===== src/rtl/instr_loader_pkg.sv =====
// Shared types and constants for the instruction-memory loader.
package instr_loader_pkg;

    typedef enum logic [1:0] {
        IDLE    = 2'd0,
        COLLECT = 2'd1,
        WRITE   = 2'd2,
        DONE    = 2'd3
    } loader_state_t;

    localparam int BYTES_PER_WORD  = 4;
    localparam int WORD_BYTES_LOG2 = 2;

endpackage


===== src/rtl/instr_mem_loader_word_assembler.sv =====
// Packs accepted bytes little-endian into a 32-bit word; 'word' already
// contains the byte being accepted this cycle so the caller can capture it.
module word_assembler
    import instr_loader_pkg::*;
(
    input  logic        clk,
    input  logic        rst_n,
    input  logic        clear,
    input  logic [7:0]  byte_in,
    input  logic        accept,
    output logic [31:0] word,
    output logic        word_full
);

    localparam logic [WORD_BYTES_LOG2-1:0] LAST_IDX = WORD_BYTES_LOG2'(BYTES_PER_WORD - 1);

    logic [WORD_BYTES_LOG2-1:0] r_idx;
    logic [31:0]                r_word;
    logic [31:0]                w_merged;

    always_comb begin
        w_merged               = r_word;
        w_merged[8*r_idx +: 8] = byte_in;
    end

    assign word      = accept ? w_merged : r_word;
    assign word_full = accept && (r_idx == LAST_IDX);

    // clear wins over accept so an aborted partial word never leaks into the next load
    always_ff @(posedge clk or negedge rst_n) begin
        if (!rst_n) begin
            r_idx  <= '0;
            r_word <= '0;
        end else if (clear) begin
            r_idx  <= '0;
            r_word <= '0;
        end else if (accept) begin
            r_idx  <= r_idx + 1'b1;
            r_word <= w_merged;
        end
    end

endmodule


===== src/rtl/instr_mem_loader.sv =====
// Run-time program loader: byte stream in, one instruction-memory write per
// assembled little-endian word at consecutive 4-aligned addresses.
module instr_mem_loader
    import instr_loader_pkg::*;
#(
    parameter int          DEPTH     = 1024,
    parameter logic [31:0] BASE_ADDR = 32'h0000_0000,
    parameter int          CNT_W     = 11
)
(
    input  logic             clk,
    input  logic             rst_n,
    input  logic             start,
    input  logic             abort,
    input  logic [CNT_W-1:0] word_count,
    input  logic [7:0]       byte_in,
    input  logic             byte_valid,
    output logic             byte_ready,
    output logic             mem_we,
    output logic [31:0]      mem_addr,
    output logic [31:0]      mem_wdata,
    output logic             busy,
    output logic             done,
    output logic             error
);

    loader_state_t    r_state;
    loader_state_t    w_next;
    logic [CNT_W-1:0] r_count;
    logic [CNT_W-1:0] r_word_idx;
    logic             r_byte_ready;
    logic             r_mem_we;
    logic [31:0]      r_mem_addr;
    logic [31:0]      r_mem_wdata;
    logic             r_busy;
    logic             r_done;
    logic             r_error;

    logic             w_accept;
    logic             w_clear;
    logic             w_start_ok;
    logic             w_reject;
    logic             w_count_over;
    logic             w_count_zero;
    logic             w_last_word;
    logic [31:0]      w_word;
    logic             w_word_full;
    logic [31:0]      w_addr;

    assign w_accept     = byte_valid & r_byte_ready;
    assign w_clear      = abort | w_start_ok;
    assign w_count_over = int'(word_count) > DEPTH;
    assign w_count_zero = (word_count == '0);
    assign w_last_word  = ((r_word_idx + CNT_W'(1)) == r_count);
    assign w_addr       = BASE_ADDR + (32'(r_word_idx) << WORD_BYTES_LOG2);

    word_assembler u_asm (
        .clk       (clk),
        .rst_n     (rst_n),
        .clear     (w_clear),
        .byte_in   (byte_in),
        .accept    (w_accept),
        .word      (w_word),
        .word_full (w_word_full)
    );

    always_comb begin
        w_next     = r_state;
        w_start_ok = 1'b0;
        w_reject   = 1'b0;
        case (r_state)
            IDLE: begin
                if (start) begin
                    if (w_count_over) begin
                        w_reject = 1'b1;
                    end else if (w_count_zero) begin
                        w_next = DONE;
                    end else begin
                        w_next     = COLLECT;
                        w_start_ok = 1'b1;
                    end
                end
            end
            COLLECT: if (w_word_full) w_next = WRITE;
            WRITE:   w_next = w_last_word ? DONE : COLLECT;
            DONE:    w_next = IDLE;
            default: w_next = IDLE;
        endcase
        // abort overrides every transition, including a start seen in the same cycle
        if (abort) begin
            w_next     = IDLE;
            w_start_ok = 1'b0;
            w_reject   = 1'b0;
        end
    end

    // Outputs are registered from the next state so they line up with the state they describe
    always_ff @(posedge clk or negedge rst_n) begin
        if (!rst_n) begin
            r_state      <= IDLE;
            r_count      <= '0;
            r_word_idx   <= '0;
            r_byte_ready <= 1'b0;
            r_mem_we     <= 1'b0;
            r_mem_addr   <= BASE_ADDR;
            r_mem_wdata  <= '0;
            r_busy       <= 1'b0;
            r_done       <= 1'b0;
            r_error      <= 1'b0;
        end else begin
            r_state      <= w_next;
            r_byte_ready <= (w_next == COLLECT);
            r_mem_we     <= (w_next == WRITE);
            r_busy       <= (w_next == COLLECT) || (w_next == WRITE);
            r_done       <= (w_next == DONE);
            r_error      <= w_reject;
            if (w_start_ok) begin
                r_count    <= word_count;
                r_word_idx <= '0;
            end else if (r_state == WRITE) begin
                r_word_idx <= r_word_idx + CNT_W'(1);
            end
            if (w_next == WRITE) begin
                r_mem_addr  <= w_addr;
                r_mem_wdata <= w_word;
            end
        end
    end

    assign byte_ready = r_byte_ready;
    assign mem_we     = r_mem_we;
    assign mem_addr   = r_mem_addr;
    assign mem_wdata  = r_mem_wdata;
    assign busy       = r_busy;
    assign done       = r_done;
    assign error      = r_error;

endmodule


===== config.mk =====
export PLATFORM = sky130hd
export DESIGN_NAME = instr_mem_loader
export DESIGN_NICKNAME = d
export VERILOG_FILES = /design/src/rtl/instr_loader_pkg.sv /design/src/rtl/instr_mem_loader_word_assembler.sv /design/src/rtl/instr_mem_loader.sv
export SDC_FILE = /design/constraint.sdc
export NUM_CORES = 1
export LEC_CHECK = 0
export ABC_CLOCK_PERIOD_IN_PS = 2200
export BUFFER_PORTS_ARGS = -buffer_cell sky130_fd_sc_hd__buf_2
export CORE_MARGIN = 3
export CORE_UTILIZATION = 40
export CTS_CLUSTER_SIZE = 8
export DETAILED_ROUTE_END_ITERATION = 8
export GPL_TIMING_DRIVEN = 1
export PLACE_DENSITY_LB_ADDON = 0.08
export SYNTH_ARGS = -nofsm -noshare
export SYNTH_HDL_FRONTEND = slang
export SYNTH_SLANG_ARGS = --single-unit

===== constraint.sdc =====
create_clock -name clk -period 2.2 [get_ports clk]
set_input_delay 0.33 -clock clk [delete_from_list [all_inputs] [get_ports clk]]
set_output_delay 0.33 -clock clk [all_outputs]
set_load 0.05 [all_outputs]

==> results.yml <==
clock_network:
  clk_pin_slew_worst_paths_ns: 0.07
  cts_buffers: 9
  clk_latency_ns: 0.35
  cts_tree: "yes"
  clock-sinks: 106
  clk_path_buf_depth: 2
  cts-root-buf: "clkbuf_16"
  htreeDepth: 3
setup_path:
  worstReg2RegEnd: "busy"
  reg2reg_slack_ns: -0.05
  r2r_cells: 9
  r2r_start: "r_word_idx[3]"
  crit_path_end_kind: "flop"
  cp.arrival_ns: 2.55
  critPathLaunchType: "flop"
  required_ns: 2.50
  worstSetupPathType: "reg2reg"
  cp_max_fo: 4
die:
  core-area_um2: 11500
  fp.dieArea_um2: 13300
  start_util: 0.414
  io_pins: 93
  die_height_um: 115
  rows: 39
  die_w_um: 115
hold_path:
  whs_endpoint: "r_count[8]"
  hold_path_depth: 3
  hp-class: "in2reg"
  hold_start: "word_count[8]"
synth:
  synth_area_leaders: "dfrtp_1 (56%), nand2_1 (6.1%), a22oi_1 (5.0%)"
  ys_warn_count: 0
  ys_types: 50
  synth_seq_area_share: 0.556
  synth-edff-count: 0
  syn_inst: 465
  ys.flop_type: "dfrtp_1"
  synthArstFlopShare: 1.00
  synth_largest_area_cell: "dfrtp_1"
  synth_seq_cells: 106
  yosysTopAreaCellShare: 0.556
  syn_avg_cell_area_um2: 10.3
  syn_area_um2: 4770
sta:
  rsz0062_at_grt: "yes"
  timing.final.ws_setup_ns: -0.0527
  final_hold_viol_count: 0
  timing.fmax_mhz: 444
  fin_crit_ns: 2.25
  slew_viol_final: 0
  setup_viol: 2
  finClkSkew_ns: 0.00910
  min_period_over_period: 1.02
grt:
  grt_remaining_overflow: 0
  grt_antenna_before_repair: 0
  grt_pass1_vias: 3515
  grt_max_degree: 72
  grt.total_usage: 0.176
  grt_pass1_wl_um: 18000
pwr:
  power_mw: 4.82
  p_per_area_nw_per_um2: 815
  p_leak_nw: 2.95
  ir_worst_vdd_mv: 0.370
run:
  maxCapViolCount: 0
detailed_routing:
  num_vias: 3630
  drc: 0
  dr_wl_met2_um: 5000
  drt_iter0_drc: 176
  dr.pass1.iters: 4
  routedWlPerCell_um: 15.3
  wl_met3_um: 469
  wl_um: 10900
  highest_layer: "met4"
  vias_per_cell: 5.09
  drt.antenna.violating_nets: 0
  wl_met1_um: 5230
status:
  violations: "setup timing"
  status: "complete, but fails checks"
layout:
  num-nets-final: 597
  drive_above_1_share: 0.286
  area_growth_pct: 23.9
  finalCoreUtilization: 0.513
  n_antenna_cell: 0
place:
  port_buffers: 71
  gp_congestion: 0.807
  dp_hpwl_um: 7800
==> how the worst max path moves through the flow <==
stage	depth (start not counted)	from	slack [ns]	to
after global placement	9	r_word_idx[1]	-0.15	busy
after CTS	9	r_word_idx[1]	-0.03	busy
final	9	r_word_idx[3]	-0.05	busy
after floorplan	10	r_word_idx[4]	-0.13	busy
after detailed placement	9	r_word_idx[1]	-0.18	busy
after global routing	9	r_word_idx[3]	-0.20	busy
==> stage by stage <==
| step | setup WS [ns] | hold WS, ns | TNS [ns] | instance area [um^2] | std cells |
|---|---|---|---|---|---|
| detailed placement | -0.184 | 0.300 | -0.301 | 5470 | 694 |
| finish | -0.0527 | 0.181 | -0.101 | 5910 | 713 |
| CTS | -0.0288 | 0.168 | -0.0468 | 5900 | 713 |
| floorplan | -0.125 | 0.0344 | -0.141 | 4850 | 485 |
| global placement | -0.147 | 0.293 | -0.216 | 5470 | 694 |
| global route | -0.196 | 0.177 | -0.556 | 5910 | 713 |
==> cell usage after synthesis, types with 2 or more instances <==
master,instances
xor2_1,13
nor3_1,4
nand2b_1,2
a21oi_1,4
and2_1,2
o21ai_1,13
clkbuf_1,17
nand3_1,14
buf_4,22
buf_6,2
and4b_1,2
mux2_2,10
inv_1,6
ha_1,8
or4_1,2
buf_2,7
and3_1,3
nor2_1,48
nor2b_1,2
xnor2_1,12
dfrtp_1,106
o21ai_0,21
nand2_1,78
nor4_1,7
nand4_1,4
a22oi_1,32
==> state kept, by name (all words and copies together), names as in the netlist <==
signal and count:
done 1, byte_ready 1, mem_we 1, r_count 11, mem_wdata 32, r_word_idx 11
r_state 2, u_asm.r_word 32, mem_addr 11, u_asm.r_idx 2, busy 1, error 1
==> cell type report <==
class	instances	area, um^2
fill	1088	5610
sequential	106	2660
multi-input combinational	325	1950
timing repair buffer	117	767
clock buffer	10	239
tap	143	179
clock inverter	6	96.3
inverter	6	22.5
==> worst max-delay path, stage by stage, from the launching register on <==
cell      delay (ns)
dfrtp_1         0.45
and4_4          0.29
buf_4           0.13
nand4_1         0.11
xnor2_1         0.14
or3_4           0.38
a211oi_4        0.26
o21a_1          0.17
ha_1            0.23
inv_1           0.05
==> layout by cell type (no fill, tap or decap), types with 11 or more instances in the layout <==
cell type,instances
dfrtp_1,104
nand2_1,77
buf_2,70
nor2_1,48
buf_4,39
a22oi_1,32
conb_1,21
o21ai_0,20
nand3_1,13
xor2_1,13
o21ai_1,13
xnor2_1,11
==> where the power goes <==
part           internal (mW)  switching (mW)  total (mW)  leakage [nW]
logic                  0.358           0.506       0.864          1.33
clock network           1.05           0.746        1.79         0.167
registers               2.05           0.110        2.16          1.45
total                   3.46            1.36        4.82          2.95
==> cell families after synthesis <==
kind of cell / share of synthesized area
AOI/OAI and AO/OA: 0.111
muxes: 0.0281
buffers and inverters: 0.0648
adders and majority gates: 0.0210
xor gates and xnor gates: 0.0459
and+or+nand+nor: 0.172
other: 0.000786
DFF: 0.556
==> per-layer routing <==
metal | vias up | track usage
met5 | - | 0
met4 | 0 | 0.0696
met3 | 12 | 0.0358
met2 | 87 | 0.265
met1 | 1772 | 0.250
li1 | 1759 | -
==> repair_timing <==
action                                 in CTS  in global routing
hold buffers                                1                  0
gates cloned                                0                  0
setup endpoints to repair                   4                  5
setup buffers                               2                  1
endpoints found under the hold margin      29                  0
resized for setup                          14                  3
pin swaps                                   5                  0
No activity file was read; power rests on OpenSTA's default activity.
